### config.mk
export PLATFORM = sky130hd
export DESIGN_NAME = mem_access
export DESIGN_NICKNAME = d
export VERILOG_FILES = /design/src/rtl/cpu_pkg.sv /design/src/rtl/mem_wb_reg.sv /design/src/rtl/mem_access.sv
export SDC_FILE = /design/constraint.sdc
export NUM_CORES = 1
export LEC_CHECK = 0
export ABC_AREA = 0
export CORE_UTILIZATION = 38
export CTS_CLUSTER_DIAMETER = 200
export DETAILED_ROUTE_END_ITERATION = 10
export GPL_ROUTABILITY_DRIVEN = 0
export PLACE_DENSITY = 0.81
export SLEW_MARGIN = 20
export SYNTH_ARGS = -nofsm -noshare
export SYNTH_HDL_FRONTEND = slang
export SYNTH_SLANG_ARGS = --single-unit
export TNS_END_PERCENT = 5
### constraint.sdc
create_clock -name clk -period 1.97 [get_ports clk]
set_input_delay 0.394 -clock clk [delete_from_list [all_inputs] [get_ports clk]]
set_output_delay 0.394 -clock clk [all_outputs]
set_load 0.1 [all_outputs]
### src/rtl/cpu_pkg.sv
// cpu_pkg: types and constants shared by the memory stage and its MEM/WB register.
//   mem_state_t : memory-stage access FSM states
//   WB_SEL_*    : write-back data select encodings (both 00 and 01 pick PC+4)
//   REG_ADDR_W  : register-file address width
//   word_aligned: true when the low two address bits are zero
package cpu_pkg;

   localparam int REG_ADDR_W = 5;

   localparam logic [1:0] WB_SEL_PC     = 2'b00;
   localparam logic [1:0] WB_SEL_PC_ALT = 2'b01;
   localparam logic [1:0] WB_SEL_MEM    = 2'b10;
   localparam logic [1:0] WB_SEL_EXE    = 2'b11;

   typedef enum logic [1:0] {
      IDLE      = 2'd0,
      ACCESS    = 2'd1,
      WAIT_DATA = 2'd2
   } mem_state_t;

   function automatic logic word_aligned(input logic [1:0] lsbs);
      return (lsbs == 2'b00);
   endfunction

endpackage

### src/rtl/mem_wb_reg.sv
// mem_wb_reg: MEM/WB pipeline register with load enable and bubble insert.
//   i_load     : capture a valid entry this edge; otherwise a bubble is inserted
//                (valid/regwrite/err cleared, data fields hold)
//   i_mem_ld   : also capture i_mem into o_mem (load completion only)
//   i_regwrite, i_err, i_exe, i_mem, i_pc, i_rx, i_lr, i_wbsel, i_wbreg : entry fields
//   o_*        : registered fields consumed by write-back
module mem_wb_reg
   import cpu_pkg::*;
#(
   parameter int N = 32
) (
   input  logic                  clk,
   input  logic                  rst,
   input  logic                  i_load,
   input  logic                  i_mem_ld,
   input  logic                  i_regwrite,
   input  logic                  i_err,
   input  logic [N-1:0]          i_exe,
   input  logic [N-1:0]          i_mem,
   input  logic [N-1:0]          i_pc,
   input  logic [REG_ADDR_W-1:0] i_rx,
   input  logic [REG_ADDR_W-1:0] i_lr,
   input  logic [1:0]            i_wbsel,
   input  logic                  i_wbreg,
   output logic                  o_valid,
   output logic                  o_regwrite,
   output logic                  o_err,
   output logic [N-1:0]          o_exe,
   output logic [N-1:0]          o_mem,
   output logic [N-1:0]          o_pc,
   output logic [REG_ADDR_W-1:0] o_rx,
   output logic [REG_ADDR_W-1:0] o_lr,
   output logic [1:0]            o_wbsel,
   output logic                  o_wbreg
);

   always_ff @(posedge clk) begin
      if (rst) begin
         o_valid    <= 1'b0;
         o_regwrite <= 1'b0;
         o_err      <= 1'b0;
         o_exe      <= '0;
         o_mem      <= '0;
         o_pc       <= '0;
         o_rx       <= '0;
         o_lr       <= '0;
         o_wbsel    <= '0;
         o_wbreg    <= 1'b0;
      end else begin
         // control bits are cleared on a bubble so write-back never acts on stale data
         o_valid    <= i_load;
         o_regwrite <= i_load & i_regwrite;
         o_err      <= i_load & i_err;
         if (i_load) begin
            o_exe   <= i_exe;
            o_pc    <= i_pc;
            o_rx    <= i_rx;
            o_lr    <= i_lr;
            o_wbsel <= i_wbsel;
            o_wbreg <= i_wbreg;
            if (i_mem_ld) o_mem <= i_mem;
         end
      end
   end

endmodule

### src/rtl/mem_access.sv
// mem_access: MEM pipeline stage. Runs the req/ack (and rvalid for loads)
// handshake with the memory controller, stalls upstream while an access is in
// flight, and registers the MEM/WB entry for write-back.
//   EX side  : in_valid, ExeOutIn, StoreData, MemRead, MemWrite, PCInc4In, RxIn,
//              LRIn, WbDataSelIn, WbRegSelIn, RegWriteIn ; stall back to EX
//   memory   : mem_req, mem_we, mem_addr, mem_wdata -> ; <- mem_ack, mem_rvalid, mem_rdata
//   MEM/WB   : out_valid, ExeOut, MemOut, PCInc4, Rx, LR, WbDataSel, WbRegSel,
//              RegWrite, mem_err
module mem_access
   import cpu_pkg::*;
#(
   parameter int N = 32
) (
   input  logic                  clk,
   input  logic                  rst,
   input  logic                  in_valid,
   input  logic [N-1:0]          ExeOutIn,
   input  logic [N-1:0]          StoreData,
   input  logic                  MemRead,
   input  logic                  MemWrite,
   input  logic [N-1:0]          PCInc4In,
   input  logic [REG_ADDR_W-1:0] RxIn,
   input  logic [REG_ADDR_W-1:0] LRIn,
   input  logic [1:0]            WbDataSelIn,
   input  logic                  WbRegSelIn,
   input  logic                  RegWriteIn,
   output logic                  mem_req,
   output logic                  mem_we,
   output logic [N-1:0]          mem_addr,
   output logic [N-1:0]          mem_wdata,
   input  logic                  mem_ack,
   input  logic                  mem_rvalid,
   input  logic [N-1:0]          mem_rdata,
   output logic                  stall,
   output logic                  out_valid,
   output logic [N-1:0]          ExeOut,
   output logic [N-1:0]          MemOut,
   output logic [N-1:0]          PCInc4,
   output logic [REG_ADDR_W-1:0] Rx,
   output logic [REG_ADDR_W-1:0] LR,
   output logic [1:0]            WbDataSel,
   output logic                  WbRegSel,
   output logic                  RegWrite,
   output logic                  mem_err
);

   mem_state_t       r_state, w_next;
   logic [N-3:0]     r_addr;   // word address; byte offset is always zero here
   logic [N-1:0]     r_wdata;
   logic             r_we;

   logic w_memop, w_bad, w_latch, w_load, w_mem_ld, w_regwrite, w_err;

   // a memory op is faulty if misaligned or both directions are requested
   assign w_bad   = in_valid & (MemRead | MemWrite) &
                    (~word_aligned(ExeOutIn[1:0]) | (MemRead & MemWrite));
   assign w_memop = in_valid & (MemRead ^ MemWrite) & word_aligned(ExeOutIn[1:0]);

   always_comb begin
      w_next     = r_state;
      stall      = 1'b0;
      w_latch    = 1'b0;
      w_load     = 1'b0;
      w_mem_ld   = 1'b0;
      w_regwrite = RegWriteIn;
      w_err      = 1'b0;
      unique case (r_state)
         IDLE: begin
            if (w_memop) begin
               w_latch = 1'b1;
               stall   = 1'b1;
               w_next  = ACCESS;
            end else if (in_valid) begin
               // pass-through, including faulting ops which never reach memory
               w_load     = 1'b1;
               w_err      = w_bad;
               w_regwrite = RegWriteIn & ~w_bad;
            end
         end
         ACCESS: begin
            if (mem_ack && r_we) begin
               w_load = 1'b1;
               w_next = IDLE;
            end else if (mem_ack) begin
               stall  = 1'b1;
               w_next = WAIT_DATA;
            end else begin
               stall  = 1'b1;
            end
         end
         WAIT_DATA: begin
            if (mem_rvalid) begin
               w_load   = 1'b1;
               w_mem_ld = 1'b1;
               w_next   = IDLE;
            end else begin
               stall    = 1'b1;
            end
         end
         default: w_next = IDLE;
      endcase
   end

   always_ff @(posedge clk) begin
      if (rst) begin
         r_state <= IDLE;
         r_addr  <= '0;
         r_wdata <= '0;
         r_we    <= 1'b0;
      end else begin
         r_state <= w_next;
         if (w_latch) begin
            r_addr  <= ExeOutIn[N-1:2];
            r_wdata <= StoreData;
            r_we    <= MemWrite;
         end
      end
   end

   assign mem_req   = (r_state == ACCESS);
   assign mem_we    = r_we;
   assign mem_addr  = {r_addr, 2'b00};
   assign mem_wdata = r_wdata;

   mem_wb_reg #(.N(N)) u_mem_wb (
      .clk       (clk),
      .rst       (rst),
      .i_load    (w_load),
      .i_mem_ld  (w_mem_ld),
      .i_regwrite(w_regwrite),
      .i_err     (w_err),
      .i_exe     (ExeOutIn),
      .i_mem     (mem_rdata),
      .i_pc      (PCInc4In),
      .i_rx      (RxIn),
      .i_lr      (LRIn),
      .i_wbsel   (WbDataSelIn),
      .i_wbreg   (WbRegSelIn),
      .o_valid   (out_valid),
      .o_regwrite(RegWrite),
      .o_err     (mem_err),
      .o_exe     (ExeOut),
      .o_mem     (MemOut),
      .o_pc      (PCInc4),
      .o_rx      (Rx),
      .o_lr      (LR),
      .o_wbsel   (WbDataSel),
      .o_wbreg   (WbRegSel)
   );

endmodule

==> metrics, run 1 <==
status=complete, no violations; fraction of power consumed by sequential logic=40.2%; largest net degree at the start of global routing=67; Worst Path Arrival=between 1.5 and 2 ns; Post-Route WL=about 20000 µm; critical path fanouts, max=3; Net Sw Frac=around 32%; Vert. Die Dim=about 140 µm; via count=about 6300; layout cells sized above 1=a little under a quarter; clk root buf=clkbuf_16; die width=141 µm; core area=approximately 0.019 mm²; antenna viol nets, final=0; Critical Setup Path Class=in2out; nature of the critical path startpoint=input port; Cell Int Power=between 6 and 7 mW; # setup viols final=0; first-pass GRT wire length=slightly above 30000 µm; total track usage=between 10% and 20%; Comb power frac=between 20% and 30%; clock network fraction of total power=around 36%; clock transition at the registers of the reported paths=~0.070 ns; max-cap viol count=0; synth warn=0; initial detailed-routing violation count=187; clock latency on the worst-skew pair=~0.41 ns; P_sw=slightly above 3 mW; routed vias/inst=between 4 and 5; DP Wirelength=14100 µm; Worst path max stage delay=0.32 ns; slowest CP cell=nor4bb_4; I/O pin total=between 300 and 400; Fmax=526 MHz; CTS tree=done; initial antenna violation count=0; Post-Syn Area=0.00734 mm²; Pleak=a little under 5 nW; DP Worst Slack=-0.667 ns; ANT cells=0; Placed Cells=about 1300; Slew Limit Fails=0; setup ws final=slightly below 0.07 ns; die area=about 0.020 mm²; Area after DPL=around 0.011 mm²; Port-buffer cells=between 300 and 400; Synth cell types=30; Peak VDD IR=between 500 and 600 µV; critical-path cell list=dlygate4sd2_1, buf_6, nor4bb_4, nand2_2, nand2_8, buf_12; Pre-antenna DRT Iters=6; num rows=50; final period utilization=96.6%; Final Skew=around 0.0072 ns; wire length per cell=~15 µm; PwrDens=approximately 840 mW/mm²; sequential area share after synthesis=48.3%; CP required=1.58 ns; Mapped Cells=~760; Finished Core Util=approximately 60%; Layout fillers=roughly 1600; Avg Cell Area, Syn=~9.7 µm²; Max Buffers Root-to-Sink=2; HP Class=in2reg; H-tree Lvls=4; # clock sinks=177; post-route insts no fill=between 1000 and 1500; multi-input logic area=~0.0036 mm²; Final TNS setup=0 ns; drt drc=0; FF+latch count, synth=about 180; initial core utilization=39.0%; CTS Buf Count=17; Final nets=approximately 1200; vias in the first global route=roughly 6200; RSZ-0062 raised after global routing=no; FF+latch area=between 0.003 and 0.004 mm²; final instance area=0.0113 mm²; Congestion Overflow GR=0; crit path time final=between 1.5 and 2 ns; Fin. Hold Viols=0; CP Capture Type=output port; P&R area growth vs syn=53.5%
-- per-stage QoR --
step	hold WS [ns]	total power, mW
4_1_cts	0.278	9.59
5_1_grt	0.279	9.82
3_3_place_gp	0.442	6.13
6_report	0.269	9.48
2_1_floorplan	0.530	5.43
3_5_place_dp	0.448	6.15
-- layer usage --
layer,vias up,wire length [µm],GRT usage (%)
met5,-,0,0
met4,0,419,7.38
met3,26,1250,5.77
met2,216,9590,33.6
met1,2938,8460,23.0
li1,3124,-,-
-- worst paths after layout --
path	startpoint	endpoint	depth (start not counted)	slack, ns
max	ExeOutIn[1]	stall	6	0.07
min	MemWrite	mem_we$_SDFFE_PP0P_	3	0.27
max reg2reg	r_state[0]$_SDFFE_PP0P_	u_mem_wb.o_exe[13]$_SDFFE_PP0P_	6	0.28
min reg2reg	u_mem_wb.o_mem[26]$_SDFFE_PP0P_	u_mem_wb.o_mem[26]$_SDFFE_PP0P_	2	0.46
-- repair_timing --
| action | CTS | global route |
|---|---|---|
| gates resized for setup | 15 | 4 |
| pin swaps | 3 | 2 |
| endpoints found under the setup margin | 80 | 1 |
| setup buffers | 3 | 0 |
| hold buffers | 0 | 0 |
-- synth_stat cells --
library cell | instances | area share [%]
nand2b_1 | 218 | 19
dfxtp_1 | 177 | 48
mux2i_1 | 107 | 15
nand2_1 | 67 | 3.4
clkbuf_1 | 49 | 2.5
a21oi_1 | 35 | 2.4
nand4b_1 | 32 | 3.8
o21ai_0 | 32 | 2.2
buf_4 | 9 | 0.92
buf_2 | 5 | 0.34
inv_1 | 3 | 0.15
and2_1 | 2 | 0.17
ha_1 | 2 | 0.34
nor2_1 | 2 | 0.10
nor2b_1 | 2 | 0.17
nor3b_1 | 2 | 0.20
a211o_1 | 1 | 0.12
a211oi_1 | 1 | 0.10
a221oi_2 | 1 | 0.20
and3b_1 | 1 | 0.12
and4b_1 | 1 | 0.14
buf_12 | 1 | 0.27
buf_6 | 1 | 0.15
conb_1 | 1 | 0.051
nand3b_1 | 1 | 0.10
nor4b_1 | 1 | 0.12
nor4bb_1 | 1 | 0.14
o31ai_1 | 1 | 0.10
or3_1 | 1 | 0.085
or3b_1 | 1 | 0.12
-- flip-flops by register name, indices dropped and copies added (netlist names), 2 cells and up --
signal            cells
u_mem_wb.o_rx         5
r_state               2
u_mem_wb.o_pc        32
mem_wdata            32
u_mem_wb.o_mem       32
u_mem_wb.o_lr         5
u_mem_wb.o_exe       32
r_addr               30
u_mem_wb.o_wbsel      2
-- cells in the final DEF (no fill, tap or decap), drive strengths merged, types with 7 or more instances in the layout --
cell	synthesis	layout
a21oi	35	35
buf	16	212
clkbuf	49	19
clkdlybuf4s50	0	142
dfxtp	177	177
inv	3	7
mux2i	107	107
nand2	67	67
nand2b	218	218
nand4b	32	32
o21ai	32	32
-- power groups by stage --
stage	combinational, mW	sequential [mW]	clock [mW]
3_3_place_gp	2.24	3.89	0
3_5_place_dp	2.25	3.89	0
2_1_floorplan	0.478	4.95	0
4_1_cts	2.26	3.81	3.52
5_1_grt	2.33	3.83	3.66
6_report	2.25	3.81	3.42
-- kinds of logic (layout without fill, tap and decap cells) --
logic type      count (synthesis)  count (layout)  share of synthesized area (%)
fa+ha+maj                       2               2                          0.341
buf+inv                        68             392                           4.35
other cells                     1               2                         0.0511
mux                           107             107                           14.6
simple gates                  332             332                           27.3
flops                         177             177                           48.3
compound gates                 71              71                           5.10
-- critical path, delay by kind of cell --
| family | cells | cell delay, ns |
|---|---|---|
| and+or+nand+nor | 3 | 0.55 |
| buffers and inverters | 3 | 0.56 |
-- layout make-up --
class | count | share of cell area, %
Inverter | 3 | 0.0999
Sequential cell | 177 | 31.5
Clock inverter | 13 | 1.37
Tap cell | 260 | 2.89
Multi-Input combinational cell | 514 | 31.6
Timing Repair Buffer | 357 | 28.7
Clock buffer | 19 | 3.93
Power figures use the tool's default switching activity.
==> run 2: changes to the inputs <==
- CORE_ASPECT_RATIO: default -> 1.75
- clock period: 1.97 -> 1.6 ns (I/O delays scaled with it)
==> run 2 against run 1 <==
The run now ends with setup timing left. Critical path depth unchanged. Design area increased by 22%. Final cell count decreased by 0.30%. Via count increased by 3.0%. Die area increased by 0.11%. First-iteration DRC count decreased by 10%. Wire length increased by 21%. Combinational power increased by 50%. Clock-buffer cell count unchanged. Critical path type unchanged. Critical endpoint unchanged.
==> metrics, run 2 (synthesized netlist as in run 1, its figures left out) <==
Area after DPL=0.0129 mm² (+21%); Final nets=1241 (+1.6%); largest net degree at the start of global routing=76 (+13%); Critical Setup Path Class=in2out; CTS Buf Count=17 (unchanged); Comb power frac=27.7% (+4.0 points); first-pass GRT wire length=35900 µm (+15%); die width=107 µm (-24%); Worst Path Arrival=1.45 ns (-0.06 ns); vias in the first global route=6835 (+11%); Port-buffer cells=325 (unchanged); H-tree Lvls=4 (unchanged); ANT cells=0 (unchanged); P_sw=3.94 mW (+28%); wire length per cell=17.8 µm (+21%); critical path fanouts, max=2 (-1); Cell Int Power=8.26 mW (+29%); Pleak=5.54 nW (+13%); nature of the critical path startpoint=input port; failing checks=setup timing; most frequent cells in the layout=nand2b_1 (218), buf_12 (193), dfxtp_1 (174), clkdlybuf4s50_1 (142), mux2i_1 (105); max-cap viol count=0 (unchanged); HP Class=in2reg; CP Capture Type=output port; drt drc=0 (unchanged); Post-Route WL=23800 µm (+21%); status=finished with violations; initial antenna violation count=0 (unchanged); commonest non-fill, non-tap cell in the layout=nand2b_1; Worst Reg2Reg Path Length in Cells=8 (+2); Fin. Hold Viols=0 (unchanged); RSZ-0062 raised after global routing=yes; core area=0.0187 mm² (-0.45%); final instance area=0.0137 mm² (+22%); Slew Limit Fails=0 (unchanged); CP required=1.28 ns (-0.30 ns); setup ws final=-0.168 ns (-0.236 ns); P&R area growth vs syn=87.0%; # setup viols final=57 (+57); CTS tree=done; clock network fraction of total power=33.1% (-2.9 points); clock transition at the registers of the reported paths=0.07 ns (about the same); PwrDens=889 mW/mm² (+5.7%); Vert. Die Dim=186 µm (+32%); initial core utilization=39.2% (+0.18 points); initial detailed-routing violation count=168 (-10%); via count=6495 (+3.0%); layout cells sized above 1=25.4% (+1.8 points); final period utilization=110%; # clock sinks=177 (unchanged); Hold Path Stages=3 (unchanged); Final Skew=0.00766 ns (+0.000507 ns); clk root buf=clkbuf_16; I/O pin total=328 (unchanged); total track usage=23.8% (+4.2 points); die area=0.0199 mm² (+0.11%); DP Wirelength=17400 µm (+23%); Final TNS setup=-3.26 ns (-3.26 ns); Congestion Overflow GR=0 (unchanged); Peak VDD IR=577 µV (+4.1%); routed vias/inst=4.85 (+3.3%); Net Sw Frac=32.3% (-0.12 points); fraction of power consumed by sequential logic=39.3% (-0.9 points); clock latency on the worst-skew pair=0.42 ns (about the same); Fmax=around 570 MHz; num rows=66 (+32%); Pre-antenna DRT Iters=6 (unchanged); Max Buffers Root-to-Sink=2 (unchanged); crit path time final=~1.8 ns; antenna viol nets, final=0 (unchanged)
run 2: timing repair:
item / CTS / global route
gates resized for setup: 28 / 10
gates cloned: 3 / 0
setup buffers: 5 / 5
hold buffers: 0 / 0
pin swaps: 4 / 2
setup endpoints to repair: 144 / 80
run 2: cell type report:
| type | instances | area (µm²) |
|---|---|---|
| Clock buffer | 19 | 453 |
| Clock inverter | 11 | 105 |
| Fill cell | 1183 | 5020 |
| Inverter | 3 | 23.8 |
| Multi-Input combinational cell | 514 | 3590 |
| Sequential cell | 177 | 3550 |
| Tap cell | 238 | 298 |
| Timing Repair Buffer | 377 | 5700 |
run 2: worst paths after layout:
check	start	endpoint	slack [ns]
setup / recovery	mem_rvalid	stall	-0.17
hold / removal	MemWrite	mem_we$_SDFFE_PP0P_	0.20
setup reg to reg	r_state[1]$_SDFFE_PP0P_	u_mem_wb.o_exe[17]$_SDFFE_PP0P_	-0.13
hold reg to reg	u_mem_wb.o_mem[7]$_SDFFE_PP0P_	u_mem_wb.o_mem[7]$_SDFFE_PP0P_	0.49
run 2: routing by layer:
layer | up-vias | routed length [µm] | track usage (%)
li1 | 3166 | - | -
met1 | 3068 | 8290 | 23.4
met2 | 211 | 13400 | 44.9
met3 | 50 | 1190 | 5.95
met4 | 0 | 920 | 12.4
met5 | - | 0 | 0
run 2: metrics by stage:
step	setup slack (ns)	total power [mW]	utilization, %	hold slack (ns)	std cells
after floorplan	-0.222	6.70	-	0.456	759
after global placement	-0.904	8.13	68.9	0.479	1296
after detailed placement	-0.973	8.18	68.9	0.485	1296
after CTS	-0.169	12.3	72.8	0.191	1334
after global routing	-0.206	12.6	73.2	0.181	1339
final	-0.168	12.2	73.2	0.197	1339
run 2: power by group through the flow:
stage	Clock (mW)	Combinational (mW)	Sequential [mW]
after CTS	4.12	3.36	4.79
after detailed placement	0	3.28	4.89
after global routing	4.32	3.47	4.81
after global placement	0	3.25	4.88
final	4.04	3.37	4.79
after floorplan	0	0.597	6.10
run 2: critical path, cell delays in order:
cell and delay (ns):
clkdlybuf4s50_1 0.44, buf_4 0.16, nor3b_4 0.21, a21oi_4 0.07, nand2_8 0.06, buf_12 0.17
==> run 3: changes to the inputs <==
- GPL_TIMING_DRIVEN: default -> 0
==> run 3 against run 2 <==
The run still ends with setup timing left. Combinational power shrank 17%. Hold slack lost 0.048 ns. Maximum frequency grew 1.0%. Register-to-register slack lost 0.02 ns. Via count grew 2.4%. Utilization shrank 14 points. Setup slack gained 0.018 ns. Die area is the same. Clock skew is essentially flat. Largest power group unchanged. Highest routed layer unchanged.
==> metrics, run 3 (synthesized netlist as in run 1, its figures left out) <==
status=finished with violations; failing checks=setup timing; setup ws final=-0.150 ns (+0.0181 ns); Tot Pwr=11.9 mW (-2.2%); I/O pin total=328 (unchanged); Fmax=572 MHz (+1.0%); core area=0.0187 mm² (unchanged); die area=0.0199 mm² (unchanged); clk root buf=clkbuf_16; measured slew at the worst slew-check pin=between 0.5 and 0.6 ns; layout cells sized above 1=24.4% (-1.0 points); Worst Path Arrival=2.12 ns (+0.67 ns); wire length per cell=17.3 µm (-2.6%); Final nets=1272 (+2.5%); Finished Core Util=59.3% (-14 points); CTS hold repair buffers=0 (unchanged); P&R area growth vs syn=51.4%; initial antenna violation count=0 (unchanged); Pre-antenna DRT Iters=4 (-2); crit path time final=1.75 ns (-0.0181 ns); CP Capture Type=flop; HP Class=in2reg; post-route insts no fill=1372 (+2.5%); initial core utilization=39.2% (unchanged); num rows=66 (unchanged); routed vias/inst=4.85 (about the same); Final TNS setup=-5.91 ns (-2.65 ns); Worst R2R Start=r_state[0]$_SDFFE_PP0P_; vias in the first global route=6608 (-3.3%); Peak VDD IR=944 µV (+63%); antenna viol nets, final=0 (unchanged); CP required=1.97 ns (+0.69 ns); RSZ-0062 raised after global routing=yes; drt drc=0 (unchanged); ANT cells=0 (unchanged); Slew Limit Fails=0 (unchanged); Congestion Overflow GR=0 (unchanged); nature of the critical path startpoint=flop; FF-to-FF End=u_mem_wb.o_lr[3]$_SDFFE_PP0P_; initial detailed-routing violation count=194 (+15%); Area after DPL=0.0110 mm² (-15%); CTS tree=done; most frequent cells in the layout=nand2b_1 (218), dfxtp_1 (174), buf_2 (170), clkdlybuf4s50_1 (141), mux2i_1 (106); # setup viols final=81 (+42%); total track usage=23.8% (about the same); via count=6651 (+2.4%); final instance area=0.0111 mm² (-19%); Worst Reg2Reg Path Length in Cells=8 (unchanged); DP Wirelength=17800 µm (+2.3%); DP Worst Slack=-2.22 ns (-1.25 ns); final period utilization=109% (-1.1 points); commonest non-fill, non-tap cell in the layout=nand2b_1; largest net degree at the start of global routing=17 (-78%); Pleak=5.02 nW (-9.6%); slew margin rel.=62.3%; Final Skew=0.00727 ns (-0.000392 ns); clock latency on the worst-skew pair=0.44 ns (+0.02 ns); # clock sinks=177 (unchanged); max-cap viol count=0 (unchanged); die width=107 µm (unchanged); critical path fanouts, max=7 (+5); CP Launch Point=r_state[0]$_SDFFE_PP0P_; crit path capture=u_mem_wb.o_lr[3]$_SDFFE_PP0P_; CTS Buf Count=17 (unchanged); Port-buffer cells=324 (-0.31%); Placed Cells=1321 (+1.9%); Vert. Die Dim=186 µm (unchanged); Max Buffers Root-to-Sink=2 (unchanged); clock transition at the registers of the reported paths=0.07 ns (about the same); Critical Setup Path Class=reg2reg; Post-Route WL=23800 µm (-0.16%); first-pass GRT wire length=35500 µm (-0.96%); PwrDens=1070 mW/mm² (+21%); Fin. Hold Viols=0 (unchanged); Hold Slack=0.149 ns (-0.0475 ns); H-tree Lvls=4 (unchanged); R2R setup slack=-0.15 ns (-0.02 ns)
-- run 3: changes by cell type in the layout (fill, tap and decap cells not counted), moves of 7 or more --
cell / delta
buf_12: -182
buf_2: +170
clkbuf_1: +36
clkbuf_2: +10
clkbuf_4: +8
buf_6: -7
-- run 3: how the worst min path moves through the flow --
stage	end	start	depth (start not counted)
finish	mem_we$_SDFFE_PP0P_	MemWrite	3
global route	mem_we$_SDFFE_PP0P_	MemWrite	3
CTS	mem_we$_SDFFE_PP0P_	MemWrite	3
detailed placement	u_mem_wb.o_mem[9]$_SDFFE_PP0P_	u_mem_wb.o_mem[9]$_SDFFE_PP0P_	2
global placement	u_mem_wb.o_mem[16]$_SDFFE_PP0P_	u_mem_wb.o_mem[16]$_SDFFE_PP0P_	2
floorplan	u_mem_wb.o_mem[0]$_SDFFE_PP0P_	mem_rdata[0]	2
-- run 3: critical path, stage by stage (launching register included) --
cell and delay [ns]:
dfxtp_4 0.38, nor2b_4 0.15, buf_12 0.12, a221oi_4 0.31, buf_6 0.18, buf_12 0.12
buf_12 0.11, buf_8 0.12, mux2i_1 0.18
-- run 3: metal layers --
metal / GRT usage, % / part of all wire (%)
met1: 24.4 / 37
met2: 43.9 / 54
met3: 6.23 / 5.1
met4: 11.9 / 3.8
met5: 0 / 0
-- run 3: final cells by class --
class                   count  area (µm²)
fillers                  1674        7630
multi-input cells         514        3590
flip-flops and latches    177        3550
repair buffers            347        2630
clock buffers              22         484
plain buffers              61         388
well taps                 238         298
clock inverters            10         149
inverters                   3        23.8
-- run 3: timing repair --
item / 4_1_cts / 5_1_grt
endpoints found under the setup margin: 350 / 142
setup buffers: 9 / 14
gates resized for setup: 939 / 48
pin swaps: 2 / 3
-- run 3: power breakdown --
part / switching (mW) / leakage, nW / internal, mW
combinational: 1.93 / 3.27 / 0.866
clock: 1.82 / 0.304 / 2.64
sequential: 0.0918 / 1.44 / 4.59
total: 3.84 / 5.02 / 8.10
